--- src/rtl/mem_port_arbiter.sv ---
// Round-robin arbiter placing N cache-side requesters onto one shared single-port
// memory array with a fixed access latency and a one-cycle ready pulse per access.
module mem_port_arbiter #(
    parameter int N_PORTS    = 2,
    parameter int ADDR_WIDTH = 32,
    parameter int DATA_WIDTH = 32,
    parameter int LATENCY    = 2
) (
    input  logic                              clk,
    input  logic                              rst,
    input  logic [N_PORTS-1:0]                port_req,
    input  logic [N_PORTS-1:0]                port_we,
    input  logic [N_PORTS*ADDR_WIDTH-1:0]     port_addr,
    input  logic [N_PORTS*DATA_WIDTH-1:0]     port_wdata,
    input  logic [N_PORTS*DATA_WIDTH/8-1:0]   port_be,
    output logic [N_PORTS-1:0]                port_ready,
    output logic [DATA_WIDTH-1:0]             port_rdata,
    output logic [ADDR_WIDTH-1:0]             mem_addr,
    output logic [DATA_WIDTH-1:0]             mem_wdata,
    output logic [DATA_WIDTH/8-1:0]           mem_be,
    output logic                              mem_we,
    input  logic [DATA_WIDTH-1:0]             mem_rdata,
    output logic                              busy,
    output logic [((N_PORTS > 1) ? $clog2(N_PORTS) : 1)-1:0] grant_id
);
    localparam int GW = (N_PORTS > 1) ? $clog2(N_PORTS) : 1;
    localparam int BW = DATA_WIDTH / 8;
    localparam int CW = (LATENCY > 1) ? $clog2(LATENCY) : 1;
    localparam logic [CW-1:0] LAST_CNT = CW'(LATENCY - 1);

    typedef enum logic [1:0] {IDLE = 2'd0, BUSY = 2'd1, DONE = 2'd2} state_t;

    state_t                  state_r, state_s;
    logic [CW-1:0]           cnt_r;
    logic [GW-1:0]           rr_r, grant_r, win_s;
    logic                    hit_s, last_s, lat_we_r, win_we_s;
    logic [ADDR_WIDTH-1:0]   lat_addr_r, win_addr_s;
    logic [DATA_WIDTH-1:0]   lat_wdata_r, win_wdata_s, rdata_r;
    logic [BW-1:0]           lat_be_r, win_be_s;
    logic [N_PORTS-1:0]      cand_s, ready_r, ready_s;

    assign last_s     = (state_r == BUSY) && (cnt_r == LAST_CNT);
    assign busy       = (state_r == BUSY);
    assign mem_addr   = busy ? lat_addr_r  : '0;
    assign mem_wdata  = busy ? lat_wdata_r : '0;
    assign mem_be     = busy ? lat_be_r    : '0;
    assign mem_we     = last_s & lat_we_r;
    assign port_ready = ready_r;
    assign port_rdata = rdata_r;
    assign grant_id   = grant_r;

    // Round-robin search from rr+1, masking the port being completed in DONE.
    always_comb begin
        logic m;
        m           = 1'b0;
        hit_s       = 1'b0;
        win_s       = '0;
        win_addr_s  = '0;
        win_wdata_s = '0;
        win_be_s    = '0;
        win_we_s    = 1'b0;
        ready_s     = '0;
        for (int i = 0; i < N_PORTS; i++) begin
            cand_s[i]  = port_req[i] & ~((state_r == DONE) && (int'(grant_r) == i));
            ready_s[i] = last_s && (int'(grant_r) == i);
        end
        for (int k = 1; k <= N_PORTS; k++) begin
            for (int i = 0; i < N_PORTS; i++) begin
                m     = !hit_s && cand_s[i] && (i == ((int'(rr_r) + k) % N_PORTS));
                win_s = m ? GW'(i) : win_s;
                hit_s = hit_s | m;
            end
        end
        for (int i = 0; i < N_PORTS; i++) begin
            m           = (int'(win_s) == i);
            win_addr_s  = m ? port_addr[i*ADDR_WIDTH +: ADDR_WIDTH]  : win_addr_s;
            win_wdata_s = m ? port_wdata[i*DATA_WIDTH +: DATA_WIDTH] : win_wdata_s;
            win_be_s    = m ? port_be[i*BW +: BW]                    : win_be_s;
            win_we_s    = m ? port_we[i]                             : win_we_s;
        end
    end

    // Next-state logic.
    always_comb begin
        state_s = state_r;
        case (state_r)
            IDLE: begin
                if (hit_s) state_s = BUSY;
                else       state_s = IDLE;
            end
            BUSY: begin
                if (last_s) state_s = DONE;
                else        state_s = BUSY;
            end
            DONE: begin
                if (hit_s) state_s = BUSY;
                else       state_s = IDLE;
            end
            default: state_s = IDLE;
        endcase
    end

    // State register.
    always_ff @(posedge clk or posedge rst) begin
        if (rst) state_r <= IDLE;
        else     state_r <= state_s;
    end

    // Grant capture, latency counter, completion pulse and read data capture.
    always_ff @(posedge clk or posedge rst) begin
        if (rst) begin
            cnt_r       <= '0;
            rr_r        <= GW'(N_PORTS - 1);
            grant_r     <= '0;
            lat_addr_r  <= '0;
            lat_wdata_r <= '0;
            lat_be_r    <= '0;
            lat_we_r    <= 1'b0;
            ready_r     <= '0;
            rdata_r     <= '0;
        end else begin
            ready_r <= ready_s;
            if ((state_r != BUSY) && hit_s) begin
                lat_addr_r  <= win_addr_s;
                lat_wdata_r <= win_wdata_s;
                lat_be_r    <= win_be_s;
                lat_we_r    <= win_we_s;
                grant_r     <= win_s;
                rr_r        <= win_s;
                cnt_r       <= '0;
            end else if (last_s) begin
                cnt_r <= '0;
            end else if (state_r == BUSY) begin
                cnt_r <= cnt_r + 1'b1;
            end
            if (last_s) rdata_r <= mem_rdata;
        end
    end
endmodule

--- config.mk ---
export PLATFORM = sky130hd
export DESIGN_NAME = mem_port_arbiter
export DESIGN_NICKNAME = d
export VERILOG_FILES = /design/src/rtl/mem_port_arbiter.sv
export SDC_FILE = /design/constraint.sdc
export NUM_CORES = 1
export LEC_CHECK = 0
export CORE_MARGIN = 5
export CORE_UTILIZATION = 40
export CTS_BUF_LIST = sky130_fd_sc_hd__clkbuf_8
export DETAILED_ROUTE_END_ITERATION = 8
export HOLD_SLACK_MARGIN = 0.15
export PLACE_DENSITY = 0.9
export SLEW_MARGIN = 20
export SYNTH_ARGS = -nofsm -noshare
export SYNTH_HDL_FRONTEND = slang
export SYNTH_SLANG_ARGS = --single-unit
--- constraint.sdc ---
create_clock -name clk -period 4.59 [get_ports clk]
set_input_delay 1.1475 -clock clk [delete_from_list [all_inputs] [get_ports clk]]
set_output_delay 1.1475 -clock clk [all_outputs]
set_load 0.02 [all_outputs]
==> summary.md, run 1 <==
| Metric | Value |
|---|---|
| Minimum clock period | 3.671 ns |
| CP peak stage delay | 0.82 ns |
| Synth top area share | 52.64% |
| Setup_tns | 0 ns |
| Starting density of the core | between 40 and 50% |
| WP data required | between 3 and 4 ns |
| Syn Area/Cell | 9.181 um2 |
| Cells resized by post-CTS repair | 0 |
| First-pass GRT wire length | 25650 um |
| DR iter-0 viols | 343 |
| MaxCap Viol Count | 0 |
| Antenna violations before repair | 0 |
| Final Slew Violations | 0 |
| Fill count | ~1000 |
| Final setup fails | 0 |
| Netlist cell types | 27 |
| Net Sw Frac | 41.55% |
| DRT antenna net count | 0 |
| Critical setup path kind | reg -> out |
| Syn Nets | ~730 |
| Share of cells above drive strength 1 | just under 8% |
| Max_slew headroom | between 30% and 40% |
| Vias in the first global route | 5131 |
| CP Launch Type | register |
| Post-synthesis instance area | around 5100 um2 |
| Hold Path Class | reg -> reg |
| Clock Tree Buf Depth | 2 |
| H-tree levels | 3 |
| Vias per cell | approximately 5 |
| Hold-fix buffers, CTS | 0 |
| DRT Wirelength | 16660 um |
| Reg power frac | 28.5% |
| WP buf/inv | 1 |
| Pwr/cell area | between 700 and 800 nW/um2 |
| Die ar. | approximately 15000 um2 |
| Nets | approximately 980 |
| Worst path cell trace | and2b_4, and2_1, clkdlybuf4s50_1 |
| Crit path max fanout | 74 |
| Largest delay contributor family on the critical path | simple AND/OR/NAND/NOR gates |
| Area taken by multi-input logic gates | roughly 2200 um2 |
| Clock Skews | roughly 0.016 ns |
| Buffers inserted by post-CTS timing repair | 0 |
| Comb pwr share | 60.7% |
| Outcome | finished, final reports clean |
| Total number of vias | between 4000 and 5000 |
| Die Ht | between 100 and 150 um |
| Port Buffer Count | ~280 |
| Core area | between 10000 and 15000 um2 |
| Clock Power Share | a little over a tenth |
| Worst-path clk slew | 0.10 ns |
| Root buffer cell | clkbuf_8 |
| Area Growth Syn to Fin | 61.16% |
| N_diodes | 0 |
| Register area share after synthesis | between 50 and 60% |
| Die X | between 100 and 150 um |
| Storage element area | 2704 um2 |
| NetSw | roughly 2.5 mW |
| Slowest cell on the critical path | and2b_4 |
| Final worst-path cycle share | approximately four fifths |
| Cts bufs inserted | 9 |
| Leakage | approximately 3.4 nW |
| Final hold violations | 0 |
| Largest net degree at the start of global routing | a little under 80 |
| Mapped Cells | ~550 |
| F_max | between 200 and 300 MHz |
| Clock Latency Late Sink | between 0.3 and 0.4 ns |
| Ys Warns | 0 |
| Overflow after GRT | 0 |
| Worst EP arrival | 2.52 ns |
| Total chip power | between 6 and 7 mW |
| First-pass iteration count of the detailed router | 4 |
| Cell taking the most area after synthesis | dfrtp_1 |
| RSZ-0062 raised after global routing | false |
| Hpwl dp | roughly 12000 um |
| GRT Total Usage | a little over a fifth |
| Number of core rows | about 40 |
| CTS tree | yes |
| GP Congestion | between 0.7 and 0.8 |
| Worst slew pin tran | around 0.96 ns |
| FF+latch count, synth | 108 |
| Drt drc | 0 |
| Num Clock Sinks | around 110 |
| VDD IR max | approximately 0.00036 V |
| Num ports | between 200 and 300 |
| Top area cells in the synthesized netlist | dfrtp_1, nand2_1, a31oi_1, and2_1, mux2_2 |
| Drt wl/cell | between 15 and 20 um |
| Worst setup EP type | primary output |
| Internal | 3.518 mW |
-- cell type report --
class	instances	share of cell area (%)
multi-input combinational	401	26.64
inverter	3	0.1679
clock buffer	9	1.511
sequential	108	32.99
timing repair buffer	285	34.90
clock inverter	7	1.175
tap	172	2.626
-- placed cells by master (no fill, tap or decap), types with 3 or more instances in the layout --
cell type        Yosys  routed
a31oi_1             69      69
and2_1              68      68
buf_4                3       5
clkbuf_8             0       9
clkdlybuf4s50_1      0     278
dfrtp_1            107     107
inv_6                0       3
mux2_2              34      34
nand2_1            140     140
nor2_1              73      73
-- kinds of logic (layout without fill, tap and decap cells) --
family / Yosys count / in the layout / share of synthesized area, %
DFF: 108 / 108 / 53.16
AOI/OAI and AO/OA: 75 / 75 / 9.422
xor gates and xnor gates: 1 / 1 / 0.1722
muxes: 34 / 34 / 7.528
and+or+nand+nor: 291 / 291 / 25.76
buffers and inverters: 45 / 304 / 3.961
-- cells in the mapped netlist --
cell type	count
nand2_1	140
dfrtp_1	107
nor2_1	73
a31oi_1	69
and2_1	68
mux2_2	34
clkbuf_1	22
buf_2	17
buf_4	3
inv_1	3
and3_1	2
a21oi_1	1
and2b_1	1
dfstp_2	1
nand2b_1	1
nand3_1	1
nand3b_1	1
nor2b_1	1
nor4_4	1
nor4b_1	1
nor4bb_1	1
o211a_1	1
o211ai_1	1
o21ai_0	1
o221a_2	1
o311ai_0	1
xnor2_1	1
-- worst paths after layout --
| kind | start | end | slack, ns | depth (start not counted) |
|---|---|---|---|---|
| setup / recovery | state_r[1] | mem_addr[20] | 0.92 | 3 |
| hold / removal | port_rdata[8] | port_rdata[8] | 0.51 | 1 |
| setup reg to reg | state_r[1] | lat_wdata_r[22] | 2.38 | 6 |
| hold reg to reg | port_rdata[8] | port_rdata[8] | 0.51 | 1 |
| max in group asynchronous | rst | rr_r | 2.58 | 3 |
| min in group asynchronous | rst | port_rdata[27] | 1.22 | 2 |
-- per-stage QoR --
| step | hold slack, ns | util [%] | worst slack [ns] | instance area [um2] | std cells |
|---|---|---|---|---|---|
| finish | 0.5117 | 65.22 | 0.9194 | 8197 | 985 |
| global route | 0.5374 | 65.22 | 0.7432 | 8197 | 985 |
| CTS | 0.5167 | 65.22 | 0.8754 | 8197 | 985 |
| detailed placement | 0.4928 | 63.46 | 1.286 | 7976 | 969 |
| global placement | 0.4853 | 63.45 | 1.079 | 7975 | 969 |
| floorplan | 0.5102 | - | 0.5986 | 5086 | 554 |
-- power by group through the flow --
| stage | logic, mW | clock network (mW) | registers (mW) |
|---|---|---|---|
| finish | 3.65 | 0.654 | 1.71 |
| global placement | 3.60 | 0 | 1.71 |
| detailed placement | 3.68 | 0 | 1.73 |
| global route | 3.93 | 0.708 | 1.78 |
| CTS | 3.70 | 0.675 | 1.72 |
| floorplan | 1.95 | 0 | 1.84 |
-- registers in the layout, summed over array words and instances (netlist names) --
name / flops
port_ready: 2
cnt_r: 1
port_rdata: 32
lat_we_r: 1
state_r: 2
rr_r: 1
grant_id: 1
lat_wdata_r: 32
lat_addr_r: 32
lat_be_r: 4
-- layer usage --
| metal | vias up | part of all wire [%] | global-route usage, % |
|---|---|---|---|
| met5 | - | 0 | 0 |
| met1 | 2328 | 36 | 23.97 |
| li1 | 2333 | - | - |
| met4 | 0 | 3.5 | 10.29 |
| met2 | 213 | 52 | 38.40 |
| met3 | 44 | 8.8 | 6.912 |
(Power assumes the default switching activity.)
==> run 2: changes to the inputs <==
Clock period 4.59 ns to 3.45 ns, I/O delays scaled along.
==> run 2 against run 1 <==
Sequential share of layout area decreased by 0.21 points; largest power group unchanged; worst setup slack worse by 0.72 ns; count of clock-buffer cells in the layout did not move; critical endpoint is now mem_we.
==> summary.md, run 2 (synthesized netlist as in run 1, its figures left out) <==
| Metric | Value |
|---|---|
| Final hold violations | 0 (unchanged) |
| Max_slew headroom | 63.46% (was 36.09%) |
| Number of core rows | 41 (unchanged) |
| Antenna violations before repair | 0 (unchanged) |
| MaxCap Viol Count | 0 (unchanged) |
| Final worst-path cycle share | a little over nine tenths |
| Final worst slack | 0.2017 ns (was 0.9194 ns) |
| GRT Total Usage | 22.33% (was 21.89%) |
| Pwr/cell area | 975.5 nW/um2 (was 734.3 nW/um2) |
| Reg2reg path depth | 5 (was 6) |
| Area Growth Syn to Fin | 62.16% (was 61.16%) |
| Worst path cell trace | and2b_4, buf_12, and3_1, clkdlybuf4s50_1 (was and2b_4, and2_1, clkdlybuf4s50_1) |
| N_diodes | 0 (unchanged) |
| Vias in the first global route | 4910 (was 5131) |
| Worst Hold End | port_rdata[7] (was port_rdata[8]) |
| F_max | 307.9 MHz |
| Die X | 122.8 um (unchanged) |
| Most frequent cells in the layout | clkdlybuf4s50_1, nand2_1, dfrtp_1 (unchanged) |
| VDD IR max | 0.0005527 V (was 0.0003565 V) |
| Num Clock Sinks | 108 (unchanged) |
| WHS Path Cells | 1 (unchanged) |
| Fill count | 1002 (was 996) |
| Port Buffer Count | 278 (unchanged) |
| Clock Tree Buf Depth | 2 (unchanged) |
| Hold path start | port_rdata[7] (was port_rdata[8]) |
| Worst EP arrival | 2.39 ns (was 2.52 ns) |
| DR iter-0 viols | 314 (was 343) |
| Hpwl dp | 12540 um (was 12020 um) |
| Drt wl/cell | 17.21 um (was 16.92 um) |
| DRT antenna net count | 0 (unchanged) |
| Total number of vias | 4846 (was 4918) |
| H-tree levels | 3 (unchanged) |
| Largest net degree at the start of global routing | 71 (was 79) |
| DRT Wirelength | 17000 um (was 16660 um) |
| Reg2reg setup slack | 1.09 ns (was 2.38 ns) |
| Core area | 12570 um2 (unchanged) |
| WP data required | 2.59 ns (was 3.44 ns) |
| Die Ht | 122.8 um (unchanged) |
| Hold Path Class | reg -> reg (unchanged) |
| Cts bufs inserted | 9 (unchanged) |
| Minimum clock period | between 3 and 4 ns |
| Worst-path clk slew | 0.11 ns (was 0.10 ns) |
| CTS tree | yes (unchanged) |
| Outcome | finished, final reports clean (unchanged) |
| Area taken by multi-input logic gates | 2183 um2 (unchanged) |
| Leakage | 3.382 nW (was 3.364 nW) |
| Clock Latency Late Sink | 0.37 ns (was 0.39 ns) |
| Starting density of the core | 40.47% (unchanged) |
| Setup_tns | 0 ns (unchanged) |
| Nets | 985 (was 982) |
| Vias per cell | 4.905 (was 4.993) |
| Crit path max fanout | 53 (was 74) |
| Worst setup EP type | primary output (unchanged) |
| Overflow after GRT | 0 (unchanged) |
| Die ar. | 15070 um2 (unchanged) |
| Share of cells above drive strength 1 | 8.088% (was 7.749%) |
| Clock Skews | 0.01452 ns (was 0.01606 ns) |
| Root buffer cell | clkbuf_8 (unchanged) |
| Final setup fails | 0 (unchanged) |
| Num ports | 279 (unchanged) |
| WP buf/inv | 2 (was 1) |
| R2R Path End | port_rdata[8] (was lat_wdata_r[22]) |
| Largest delay contributor family on the critical path | buffers and inverters (was simple AND/OR/NAND/NOR gates) |
| Pre-CTS setup slack | 0.5363 ns (was 1.286 ns) |
| RSZ-0062 raised after global routing | false (unchanged) |
| Storage element area | 2704 um2 (unchanged) |
| First-pass GRT wire length | 26050 um (was 25650 um) |
| CP peak stage delay | 0.61 ns (was 0.82 ns) |
| Drt drc | 0 (unchanged) |
| Worst r2r src | state_r[1] (unchanged) |
| First-pass iteration count of the detailed router | 4 (unchanged) |
| Critical setup path kind | reg -> out (unchanged) |
| GP Congestion | 0.7497 (was 0.7969) |
| Worst slew pin tran | 0.5481 ns (was 0.9587 ns) |
| Slowest cell on the critical path | clkdlybuf4s50_1 (was and2b_4) |
| CP Launch Type | register (unchanged) |
| Final Slew Violations | 0 (unchanged) |
| Commonest non-fill, non-tap cell in the layout | clkdlybuf4s50_1 (unchanged) |
[run 2: worst max-delay path by stage]
| stage | start | endpoint | slack, ns | cells after the start |
|---|---|---|---|---|
| after CTS | state_r[1] | mem_we | 0.10 | 4 |
| final | state_r[1] | mem_we | 0.20 | 4 |
| after floorplan | state_r[1] | mem_be[0] | 1.08 | 4 |
| after detailed placement | state_r[1] | mem_we | 0.54 | 4 |
| after global placement | port_req[1] | grant_id | 0.56 | 5 |
| after global routing | state_r[1] | mem_wdata[17] | 0.08 | 4 |
[run 2: cell type report]
cell class,instances,area share (%)
clock buffer,9,1.502
multi-input combinational,401,26.47
timing repair buffer,288,35.56
inverter,3,0.1820
tap,172,2.609
sequential,108,32.78
clock inverter,7,0.8950
[run 2: layer usage]
| layer | routed length, um | GRT usage, % | vias to the layer above |
|---|---|---|---|
| met5 | 0 | 0 | - |
| met4 | 425 | 8.747 | 0 |
| met3 | 1296 | 5.622 | 30 |
| met2 | 8926 | 38.95 | 187 |
| met1 | 6353 | 26.31 | 2287 |
| li1 | - | - | 2342 |
[run 2: worst reg2reg max path, stage by stage, from the launching register on]
cell	delay (ns)
dfrtp_1	0.47
and2b_4	0.45
buf_12	0.27
nand2_1	0.37
buf_4	0.38
mux2_2	0.32
[run 2: timing repair]
item / 4_1_cts / 5_1_grt
resized for setup: 0 / 1
setup buffers: 0 / 0
endpoints found under the setup margin: 0 / 2
hold buffers: 0 / 0
[run 2: where the power goes]
group / switching, mW / leakage, nW / internal, mW
registers: 0.381 / 1.23 / 1.92
clock network: 0.446 / 0.105 / 0.341
logic: 2.54 / 2.05 / 2.41
[run 2: through the flow]
stage                     total power [mW]  instances  util, %  instance area (um2)  hold slack (ns)
after global routing                 8.581        988    65.62                 8248           0.5340
after detailed placement             7.330        972    64.04                 8049           0.4927
after floorplan                      5.045        554        -                 5090           0.5102
final                                8.046        988    65.62                 8248           0.5143
after CTS                            8.133        988    65.61                 8247           0.5175
after global placement               7.157        972    64.04                 8049           0.4857
